`config.mk`:
```
export PLATFORM = sky130hd
export DESIGN_NAME = multiword_addsub_ctrl
export DESIGN_NICKNAME = d
export VERILOG_FILES = /design/src/rtl/multiword_addsub_ctrl.sv
export SDC_FILE = /design/constraint.sdc
export NUM_CORES = 1
export LEC_CHECK = 0
export CORE_AREA = 3 3 122 112
export CTS_BUF_LIST = sky130_fd_sc_hd__clkbuf_16
export DETAILED_ROUTE_END_ITERATION = 6
export DIE_AREA = 0 0 125 115
export PLACE_DENSITY = 0.88
export SLEW_MARGIN = 10
export SYNTH_ARGS = -nofsm -noshare
export SYNTH_HDL_FRONTEND = slang
export SYNTH_SLANG_ARGS = --single-unit
```
`constraint.sdc`:
```
create_clock -name clk -period 4.7 [get_ports clk]
set_clock_uncertainty 0.15 [all_clocks]
set_input_delay 0.94 -clock clk [delete_from_list [all_inputs] [get_ports clk]]
set_output_delay 0.94 -clock clk [all_outputs]
set_load 0.01 [all_outputs]
```
`src/rtl/multiword_addsub_ctrl.sv`:
```
// Multi-byte add/subtract sequencer: one shared 8-bit adder slice, one byte per clock, LSB first.
// Operands are latched on start; result, carry/borrow and signed overflow are published on completion.
module multiword_addsub_ctrl #(
    parameter int WORDS = 4
) (
    input  logic                 clk,
    input  logic                 rst,
    input  logic                 start,
    input  logic                 sub,
    input  logic [8*WORDS-1:0]   a,
    input  logic [8*WORDS-1:0]   b,
    output logic                 busy,
    output logic                 done,
    output logic [8*WORDS-1:0]   result,
    output logic                 cout,
    output logic                 ovf
);

    localparam int IW = (WORDS > 1) ? $clog2(WORDS) : 1;

    typedef enum logic [1:0] {IDLE, RUN, DONE} state_t;

    state_t                  state, state_next;
    logic [WORDS-1:0][7:0]   opa, opb, work, work_next;
    logic                    carry;
    logic                    sub_q;
    logic [IW-1:0]           idx;
    logic [8:0]              slice;
    logic                    last;

    // Shared byte slice: carry-in comes from the registered carry chain.
    always_comb begin
        // NOTE: every always_comb output gets a default first so no latch is inferred.
        work_next      = work;
        slice          = {1'b0, opa[idx]} + {1'b0, opb[idx]} + {8'b0, carry};
        work_next[idx] = slice[7:0];
        last           = (idx == IW'(WORDS - 1));
    end

    always_comb begin
        state_next = state;
        case (state)
            IDLE:    if (start) state_next = RUN;
            RUN:     if (last)  state_next = DONE;
            DONE:    state_next = IDLE;
            default: state_next = IDLE;
        endcase
    end

    always_ff @(posedge clk or posedge rst) begin
        if (rst) begin
            state <= IDLE;
        end else begin
            // NOTE: sequential state uses non-blocking assignments so all registers update together.
            state <= state_next;
        end
    end

    always_ff @(posedge clk or posedge rst) begin
        if (rst) begin
            opa    <= '0;
            opb    <= '0;
            work   <= '0;
            carry  <= 1'b0;
            sub_q  <= 1'b0;
            idx    <= '0;
            result <= '0;
            cout   <= 1'b0;
            ovf    <= 1'b0;
        end else begin
            case (state)
                IDLE: if (start) begin
                    // Subtraction is A + ~B + 1: invert B here and seed the carry with sub.
                    opa   <= a;
                    opb   <= sub ? ~b : b;
                    carry <= sub;
                    sub_q <= sub;
                    idx   <= '0;
                end
                RUN: begin
                    work  <= work_next;
                    carry <= slice[8];
                    idx   <= idx + 1'b1;
                    if (last) begin
                        result <= work_next;
                        cout   <= sub_q ? ~slice[8] : slice[8];
                        ovf    <= (opa[WORDS-1][7] == opb[WORDS-1][7]) &&
                                  (work_next[WORDS-1][7] != opa[WORDS-1][7]);
                    end
                end
                default: ;
            endcase
        end
    end

    assign busy = (state != IDLE);
    assign done = (state == DONE);

endmodule
```
==> results of run 1 <==
-- through the flow --
| stage | cells | power [mW] | utilization | worst slack (ns) | area [um2] |
|---|---|---|---|---|---|
| after floorplan | 527 | 4.533 | - | 0.1974 | 5989 |
| after global placement | 766 | 5.452 | 0.5681 | 1.197 | 7152 |
| after detailed placement | 766 | 5.669 | 0.5681 | 1.114 | 7152 |
| after CTS | 798 | 7.058 | 0.6152 | 1.095 | 7745 |
| after global routing | 798 | 7.538 | 0.6152 | 0.7631 | 7745 |
| final | 798 | 7.061 | 0.6152 | 1.125 | 7745 |
-- state kept, by name (all words and copies together), names as in the netlist --
name / flops
sub_q: 1
state: 2
cout: 1
carry: 1
work: 24
idx: 2
opb: 32
ovf: 1
opa: 32
result: 32
-- path summary, 6_finish.rpt --
path	slack, ns	from	to	cells past startpoint
worst max register to register	1.13	idx[0]$_DFFE_PP0P_	result[5]$_DFFE_PP0P_	9
worst max-delay path	1.13	idx[0]$_DFFE_PP0P_	result[5]$_DFFE_PP0P_	9
min in group asynchronous	0.85	rst	opa[6]$_DFFE_PP0P_	2
worst min register to register	0.33	result[9]$_DFFE_PP0P_	result[9]$_DFFE_PP0P_	2
worst min-delay path	0.33	result[9]$_DFFE_PP0P_	result[9]$_DFFE_PP0P_	2
max in group asynchronous	2.72	rst	work[11]$_DFFE_PP0P_	3
-- power by group --
group / switching [mW] / total, mW / leakage (nW) / internal [mW]
Sequential: 0.391 / 2.04 / 1.53 / 1.65
Clock: 0.500 / 1.33 / 0.288 / 0.830
Combinational: 2.05 / 3.69 / 1.40 / 1.63
-- cells in the final DEF (no fill, tap or decap), types with 5 or more instances in the layout --
cell and count:
mux2_2 37, a21oi_1 44, xnor2_1 38, clkdlybuf4s50_1 102, mux4_2 16, clkbuf_16 17, ha_1 11, nand2_1 67
nor2_1 36, nor3b_1 7, mux2i_1 16, o21ai_0 53, nor2b_1 5, inv_1 9, dfrtp_1 128
-- worst reg2reg max path: stages, from the launching register on --
cell and delay (ns):
dfrtp_1 0.83, buf_4 0.32, mux4_2 0.53, ha_1 0.42, nand3_1 0.12, o22ai_2 0.21
nor2_1 0.11, xnor2_1 0.40, mux2i_1 0.17, o21ai_0 0.21
-- cell families after synthesis --
logic type	Yosys count	synth area share
xor+xnor	42	0.06267
simple gates	125	0.08837
fa+ha+maj	13	0.02966
mux	69	0.1565
buf+inv	43	0.02987
flops	128	0.5348
compound gates	107	0.09818
-- per-layer routing --
layer  routed length, um  up-vias
li1                    -     1997
met1                5975     2154
met2                6782      181
met3                 852       39
met4                 338        0
met5                   0        -
-- cell type report --
| type | instances | area, um2 |
|---|---|---|
| Tap cell | 164 | 205.2 |
| Inverter | 10 | 40.04 |
| Multi-Input combinational cell | 356 | 2615 |
| Timing Repair Buffer | 108 | 1089 |
| Sequential cell | 128 | 3203 |
| Fill cell | 920 | 4845 |
| Clock buffer | 17 | 425.4 |
| Clock inverter | 15 | 167.7 |
-- cell usage after synthesis --
cell type,number
dfrtp_1,128
nand2_1,67
o21ai_0,53
a21oi_1,44
xnor2_1,38
mux2_2,37
nor2_1,37
clkbuf_1,19
mux2i_1,16
mux4_2,16
buf_2,13
ha_1,11
inv_1,10
nor3b_1,7
nor2b_1,5
xor2_1,3
fa_1,2
nand3_1,2
nor3_1,2
a21o_1,1
a21oi_2,1
a221o_1,1
a22o_1,1
a31oi_1,1
clkbuf_2,1
nand2b_2,1
nand3b_1,1
nor4_1,1
o21ai_1,1
o21ai_2,1
o21bai_1,1
o22ai_2,1
o41ai_4,1
or2_2,1
or3_1,1
xor2_2,1
==> results.yml, run 1 <==
timing:
  rsz0062_at_grt: "no"
  worstMarginPinSlew_ns: 0.8977
  fin_crit_sh: 0.7606
  slew_headroom: 0.4015
  slew_violations: 0
  fin_crit_ns: 3.575
  max_freq_mhz: 279.7
  hold_viol: 0
  finalSetupTns_ns: 0
  setup_viol: 0
  holdWs_ns: 0.3268
setup_path:
  slowest_delay_ns: 0.83
  path_cells: "buf_4 > mux4_2 > ha_1 > nand3_1 > o22ai_2 > nor2_1 > xnor2_1 > mux2i_1 > o21ai_0"
  required_ns: 4.87
  worstPathArrival_ns: 3.75
  path_buf_inv: 1
  crit_family: "flip-flops"
  crit_slowest_cell: "dfrtp_1"
  crit_path_end_kind: "flop"
  cp-start-kind: "flop"
  critical_path.max_fanout: 13
  critical_path_class: "flop to flop"
clock_network:
  postCtsSetupBuffers: 0
  clock_latency_ns: 0.42
  clock-sinks: 128
  cts_tree: "built"
  cts_max_level: 4
  cts_buffer_depth: 2
  hold_buffers: 0
  cts_inserted_buffers: 17
  ctsResizeCount: 0
  root_buffer: "clkbuf_16"
  clk_pin_slew_ns: 0.06
floorplanning:
  fp.dieW_um: 125
  dieArea_mm2: 0.01438
  die_h_um: 115
  num_rows: 39
  initial_utilization: 0.4758
  ioPinCount: 104
  core-area_mm2: 0.01259
power_and_ir_drop:
  leakage_nw: 3.217
  powerDensity_mw_per_mm2: 911.6
  ir_drop_mv: 0.5188
yosys:
  ys_top_cells_by_area: "dfrtp_1 (53%), mux2_2 (7.0%), mux4_2 (6.0%), xnor2_1 (5.6%), o21ai_0 (4.4%)"
  syn_nets: 608
  ys_ff_latch: 128
  yosysTopAreaCell: "dfrtp_1"
  synth_area_mm2: 0.005989
  synth-seq-area-share: 0.5348
  ys.warnings.count: 0
  syn_avg_cell_area_um2: 11.37
  yosys.area.top_type_share: 0.5348
  ys_types: 36
  synth_cells: 527
detailed_routing:
  dr.pass1.iters: 6
  drt_iter0_drc: 361
  final_antenna_net_count: 0
  drcViolationCount: 0
  vias: 4371
  routed_wl_mm: 13.95
  post_drt_via_cell_ratio: 5.477
  wl_per_cell_um: 17.48
global_routing:
  grt_max_degree: 73
  track_usage: 0.2014
  grt_pass1_wl_mm: 23.01
  grt_pass1_vias: 4501
  gr-usage-met2: 0.3293
  grt-ovfl-total: 0
  grt_use_met1: 0.2667
  use_met3: 0.05016
  grt.busiest_layer: "met2"
  grt_antenna_before_repair: 0
run_status:
  status: "finished clean"
placement:
  dp_hpwl_mm: 9.776
  portBuffers: 103
  place.gp.congestion: 0.8662
cells_and_area:
  diodes: 0
  synthToLayoutAreaGrowth_pct: 29.31
  nets: 702
  drive_gt1_frac: 0.1546
flow_run:
  drv_cap: 0
worst_hold_path:
  hold_class: "flop to flop"
Power figures use the tool's default switching activity.
==> inputs of run 2 (changes only) <==
- CORE_AREA: 3 3 122 112 -> 3 3 117 107
- DIE_AREA: 0 0 125 115 -> 0 0 120 110
- PLACE_DENSITY: 0.88 -> 0.91
- clock period: 4.7 -> 3.4 ns (I/O delays scaled with it)
==> run 2 against run 1 <==
Effect of this change: the flow now finishes with violations (design-rule violations); first-iteration DRC count down 18%; cell area up 1.1%; total power up 43%; wire length up 6.5%; die area down 8.2%; combinational power up 45%; sequential power up 38%; critical path depth up 1; largest cell class unchanged.
==> results.yml, run 2 (same netlist as run 1, synthesis figures left out) <==
global_routing:
  grt-ovfl-total: 0
  grt_pass1_wl_mm: 23.74
  grt_pass1_vias: 4607
  track_usage: 0.2358
  grt_max_degree: 55
  grt_antenna_before_repair: 0
power_and_ir_drop:
  powerDensity_mw_per_mm2: 1290
  finalPower_mw: 10.10
  ir_drop_mv: 0.7959
  leakage_nw: 3.273
setup_path:
  critical_path_class: "flop to flop"
  worstPathArrival_ns: 3.36
  path_cells: "mux4_2 > fa_1 > inv_1 > fa_1 > nor2b_1 > o21ai_0 > a21o_1 > nor3b_1 > o21ai_2 > o21ai_0"
  critical_path.max_fanout: 7
  ff2ff_setup_slack_ns: 0.19
  crit_family: "compound AO/OA/AOI/OAI gates"
  path_buf_inv: 1
  slowest_delay_ns: 0.54
  crit_path_end_kind: "flop"
  crit_slowest_cell: "mux4_2"
  cp-start-kind: "flop"
  required_ns: 3.55
cells_and_area:
  regArea_mm2: 0.003204
  final_cell_mix: "dfrtp_1 (127), clkdlybuf4s50_1 (102), nand2_1 (67)"
  layout_commonest_cell: "dfrtp_1"
  fin_cells: 797
  synthToLayoutAreaGrowth_pct: 30.69
  nets: 710
  utilization: 0.6845
  nFillCells: 784
  diodes: 0
  multi_input_area_mm2: 0.002615
  top_regs: "opa (32), opb (32), result (32)"
  finalInstanceArea_mm2: 0.007828
  drive_gt1_frac: 0.1622
detailed_routing:
  drt_iter0_drc: 296
  final_antenna_net_count: 0
  drcViolationCount: 1
  wl_per_cell_um: 18.64
  vias: 4420
  routed_wl_mm: 14.86
  dr.pass1.iters: 7
  post_drt_via_cell_ratio: 5.546
clock_network:
  clock-sinks: 128
  cts_buffer_depth: 2
  root_buffer: "clkbuf_16"
  clock_latency_ns: 0.41
  clk_pin_slew_ns: 0.06
  cts_inserted_buffers: 17
  cts_tree: "built"
  hold_buffers: 0
  cts_max_level: 4
timing:
  slew_headroom: 0.4075
  rsz0062_at_grt: "no"
  hold_viol: 0
  setup_slack_ns: 0.1924
  setup_viol: 0
  holdWs_ns: 0.3272
  max_freq_mhz: 311.8
  finalSetupTns_ns: 0
  fin_crit_sh: 0.9434
  fin_crit_ns: 3.208
  worstMarginPinSlew_ns: 0.8887
  slew_violations: 0
floorplanning:
  num_rows: 37
  core-area_mm2: 0.01143
  initial_utilization: 0.5238
  ioPinCount: 104
  dieArea_mm2: 0.01320
  die_h_um: 110
  fp.dieW_um: 120
placement:
  dp.cells: 766
  place.gp.congestion: 0.8766
  dpl_cell_area_mm2: 0.007203
  dpl_worst_slack_ns: 0.2769
  portBuffers: 103
  dp_hpwl_mm: 10.26
run_status:
  status: "complete, but fails checks"
  violations: "design-rule violations"
flow_run:
  drv_cap: 0
worst_hold_path:
  hold_class: "flop to flop"
run 2: tightest hold or removal path, stage by stage (launching register included):
cell     delay (ns)
dfrtp_1        0.34
nand2_1        0.05
o21ai_0        0.06
run 2: routing by layer:
metal,share of wire,global-route usage,up-vias,wire length [um]
met5,0,0,-,0
met4,0.019,0.07686,0,282
met1,0.40,0.2861,2175,5940
met2,0.52,0.4240,194,7713
li1,-,-,2018,-
met3,0.062,0.05153,33,921
run 2: path summary, 6_finish.rpt:
| kind | depth (start not counted) | from | endpoint |
|---|---|---|---|
| setup / recovery | 10 | idx[0]$_DFFE_PP0P_ | work[22]$_DFFE_PP0P_ |
| min in group asynchronous | 2 | rst | result[27]$_DFFE_PP0P_ |
| max in group asynchronous | 3 | rst | idx[1]$_DFFE_PP0P_ |
| setup reg to reg | 10 | idx[0]$_DFFE_PP0P_ | work[22]$_DFFE_PP0P_ |
| hold reg to reg | 2 | result[19]$_DFFE_PP0P_ | result[19]$_DFFE_PP0P_ |
| hold / removal | 2 | result[19]$_DFFE_PP0P_ | result[19]$_DFFE_PP0P_ |
run 2: repair_timing:
item | 4_1_cts | 5_1_grt
resized for setup | 0 | 1
endpoints found under the setup margin | 0 | 1
buffers inserted | 0 | 0
run 2: where the power goes:
group | internal (mW) | switching [mW]
sequential | 2.29 | 0.524
combinational | 2.36 | 2.99
clock | 1.28 | 0.658
total | 5.93 | 4.17
run 2: area by class of cell:
cell class | instances | share of cell area
flip-flops and latches | 128 | 0.4094
clock buffers | 17 | 0.05435
clock inverters | 14 | 0.02526
inverters | 10 | 0.005275
repair buffers | 116 | 0.1467
well taps | 156 | 0.02494
multi-input cells | 356 | 0.3341
==> inputs of run 3 (changes only) <==
- CAP_MARGIN: default -> 20
==> results of run 3 <==
Final layout, timing and power as in run 2 (identical DEF).
==> patch: new RTL, config.mk and constraints of run 2 <==
Set the parameter `WORDS` to 2 (it was 4).
--- a/src/rtl/multiword_addsub_ctrl.sv
+++ b/src/rtl/multiword_addsub_ctrl.sv
@@ -1,7 +1,7 @@
 // Multi-byte add/subtract sequencer: one shared 8-bit adder slice, one byte per clock, LSB first.
 // Operands are latched on start; result, carry/borrow and signed overflow are published on completion.
 module multiword_addsub_ctrl #(
-    parameter int WORDS = 4
+    parameter int WORDS = 2
 ) (
     input  logic                 clk,
     input  logic                 rst,
Ports: changed (resized a, b and result); port bits go from 104 to 56. The function was not compared with the original's and may differ.
==> patch against run 2 <==
  * Design area down 48%
  * Sequential cell count down 65
  * Setup slack better by 0.28 ns
  * Power down 53%
  * Synthesized cell count down 45%
  * Area after synthesis down 48%
  * Wire length down 52%
  * Count of clock-buffer cells in the layout down 8
  * Critical path type unchanged
==> patch: results (changes against run 2) <==
metric,value,unit,change
synth_common_cells,"63 x dfrtp_1, 40 x nand2_1, 33 x mux2_2, 27 x nor2_1, 23 x a21oi_1",,
ys_seq_area_share,51.0,%,-2.5 points
detail_route.wl_per_cell,14.0,um,-25%
reg_top3,"opa (16), opb (16), result (16)",,
synth.area.top_cells,"dfrtp_1 51%, mux2_2 12%, nand2_1 4.9%, xnor2_1 4.5%, a21oi_1 3.7%",,
clkLatencyLatePin,0.32,ns,-0.09 ns
cp-endpoint,cout,,
power_leakage,0.00173,uW,-47%
grt_max_degree,51,,-7.3%
vias,2220,,-50%
numPortBuffers,55,,-47%
dr.pass1.iters,4,,-3
avgSynthCellArea,10.7,um^2,-5.5%
r2r_cells,9,,-1
peakVddDrop,0.426,mV,-46%
wl,7.07,mm,-52%
cp_max_fo,6,,-1
first_iter_violations,114,,-61%
grt_first_pass_wirelength,11.8,mm,-50%
drive_above_1_share,18.4,%,+2.2 points
rr_startpoint,idx,,
outcome,completed,,
cp_slowest_cell,o41ai_2,,
routabilityCongestion,0.914,,+4.2%
reg2reg_setup_slack,0.47,ns,+0.28 ns
hold_start,work[2],,
ys_types,41,,+14%
globalRouteTotalUtil,11.6,%,-12 points
min_to,result[2],,
fillCellCount,1172,,+49%
worst_pin_slew,0.735,ns,-0.153 ns
worstPathArrival,2.96,ns,-0.40 ns
patch: cell count changes after synthesis, sizes merged, moves of 21 or more:
cell / delta
a21oi: -21
dfrtp: -65
nand2: -27
o21ai: -42
xnor2: -22
patch: final cells by class:
type	count	area share, %
Inverter	7	0.645
Clock inverter	7	1.20
Timing Repair Buffer	60	14.4
Sequential cell	63	38.7
Clock buffer	9	5.53
Multi-Input combinational cell	202	34.7
Tap cell	156	4.79
patch: layer usage:
metal | wire length (um) | vias up | track usage (%)
li1 | - | 1088 | -
met1 | 3170 | 1060 | 14.2
met2 | 3390 | 60 | 19.3
met3 | 396 | 12 | 4.18
met4 | 112 | 0 | 3.35
met5 | 0 | - | 0
patch: per-stage QoR:
stage	hold slack [ns]	power [uW]	area, um^2	worst slack [ns]
4_1_cts	0.317	4770	4070	0.483
2_1_floorplan	0.283	3170	3090	0.665
6_report	0.321	4730	4070	0.469
3_3_place_gp	0.296	3860	3800	0.533
3_5_place_dp	0.302	3920	3800	0.505
5_1_grt	0.329	5140	4070	0.375
patch: critical path, delay by kind of cell, from the launching register on:
family / cells / cell delay (ns)
compound gates: 3 / 0.82
xor+xnor: 1 / 0.18
fa+ha+maj: 2 / 0.69
buf+inv: 1 / 0.09
flops: 1 / 0.42
mux: 1 / 0.37
simple gates: 1 / 0.06
patch: power by group:
group / switching, uW / internal [uW] / total [uW]
clock: 331 / 491 / 822
sequential: 237 / 1130 / 1370
combinational: 1350 / 1190 / 2540
total: 1920 / 2820 / 4730
patch: cells by family after synthesis:
logic type / after synthesis / share of synthesized area (%)
and+or+nand+nor: 81 / 11.3
DFF: 63 / 51.0
AOI/OAI and AO/OA: 57 / 11.8
muxes: 35 / 12.7
buffers and inverters: 23 / 3.56
xor gates and xnor gates: 20 / 5.66
adders and majority gates: 9 / 4.12
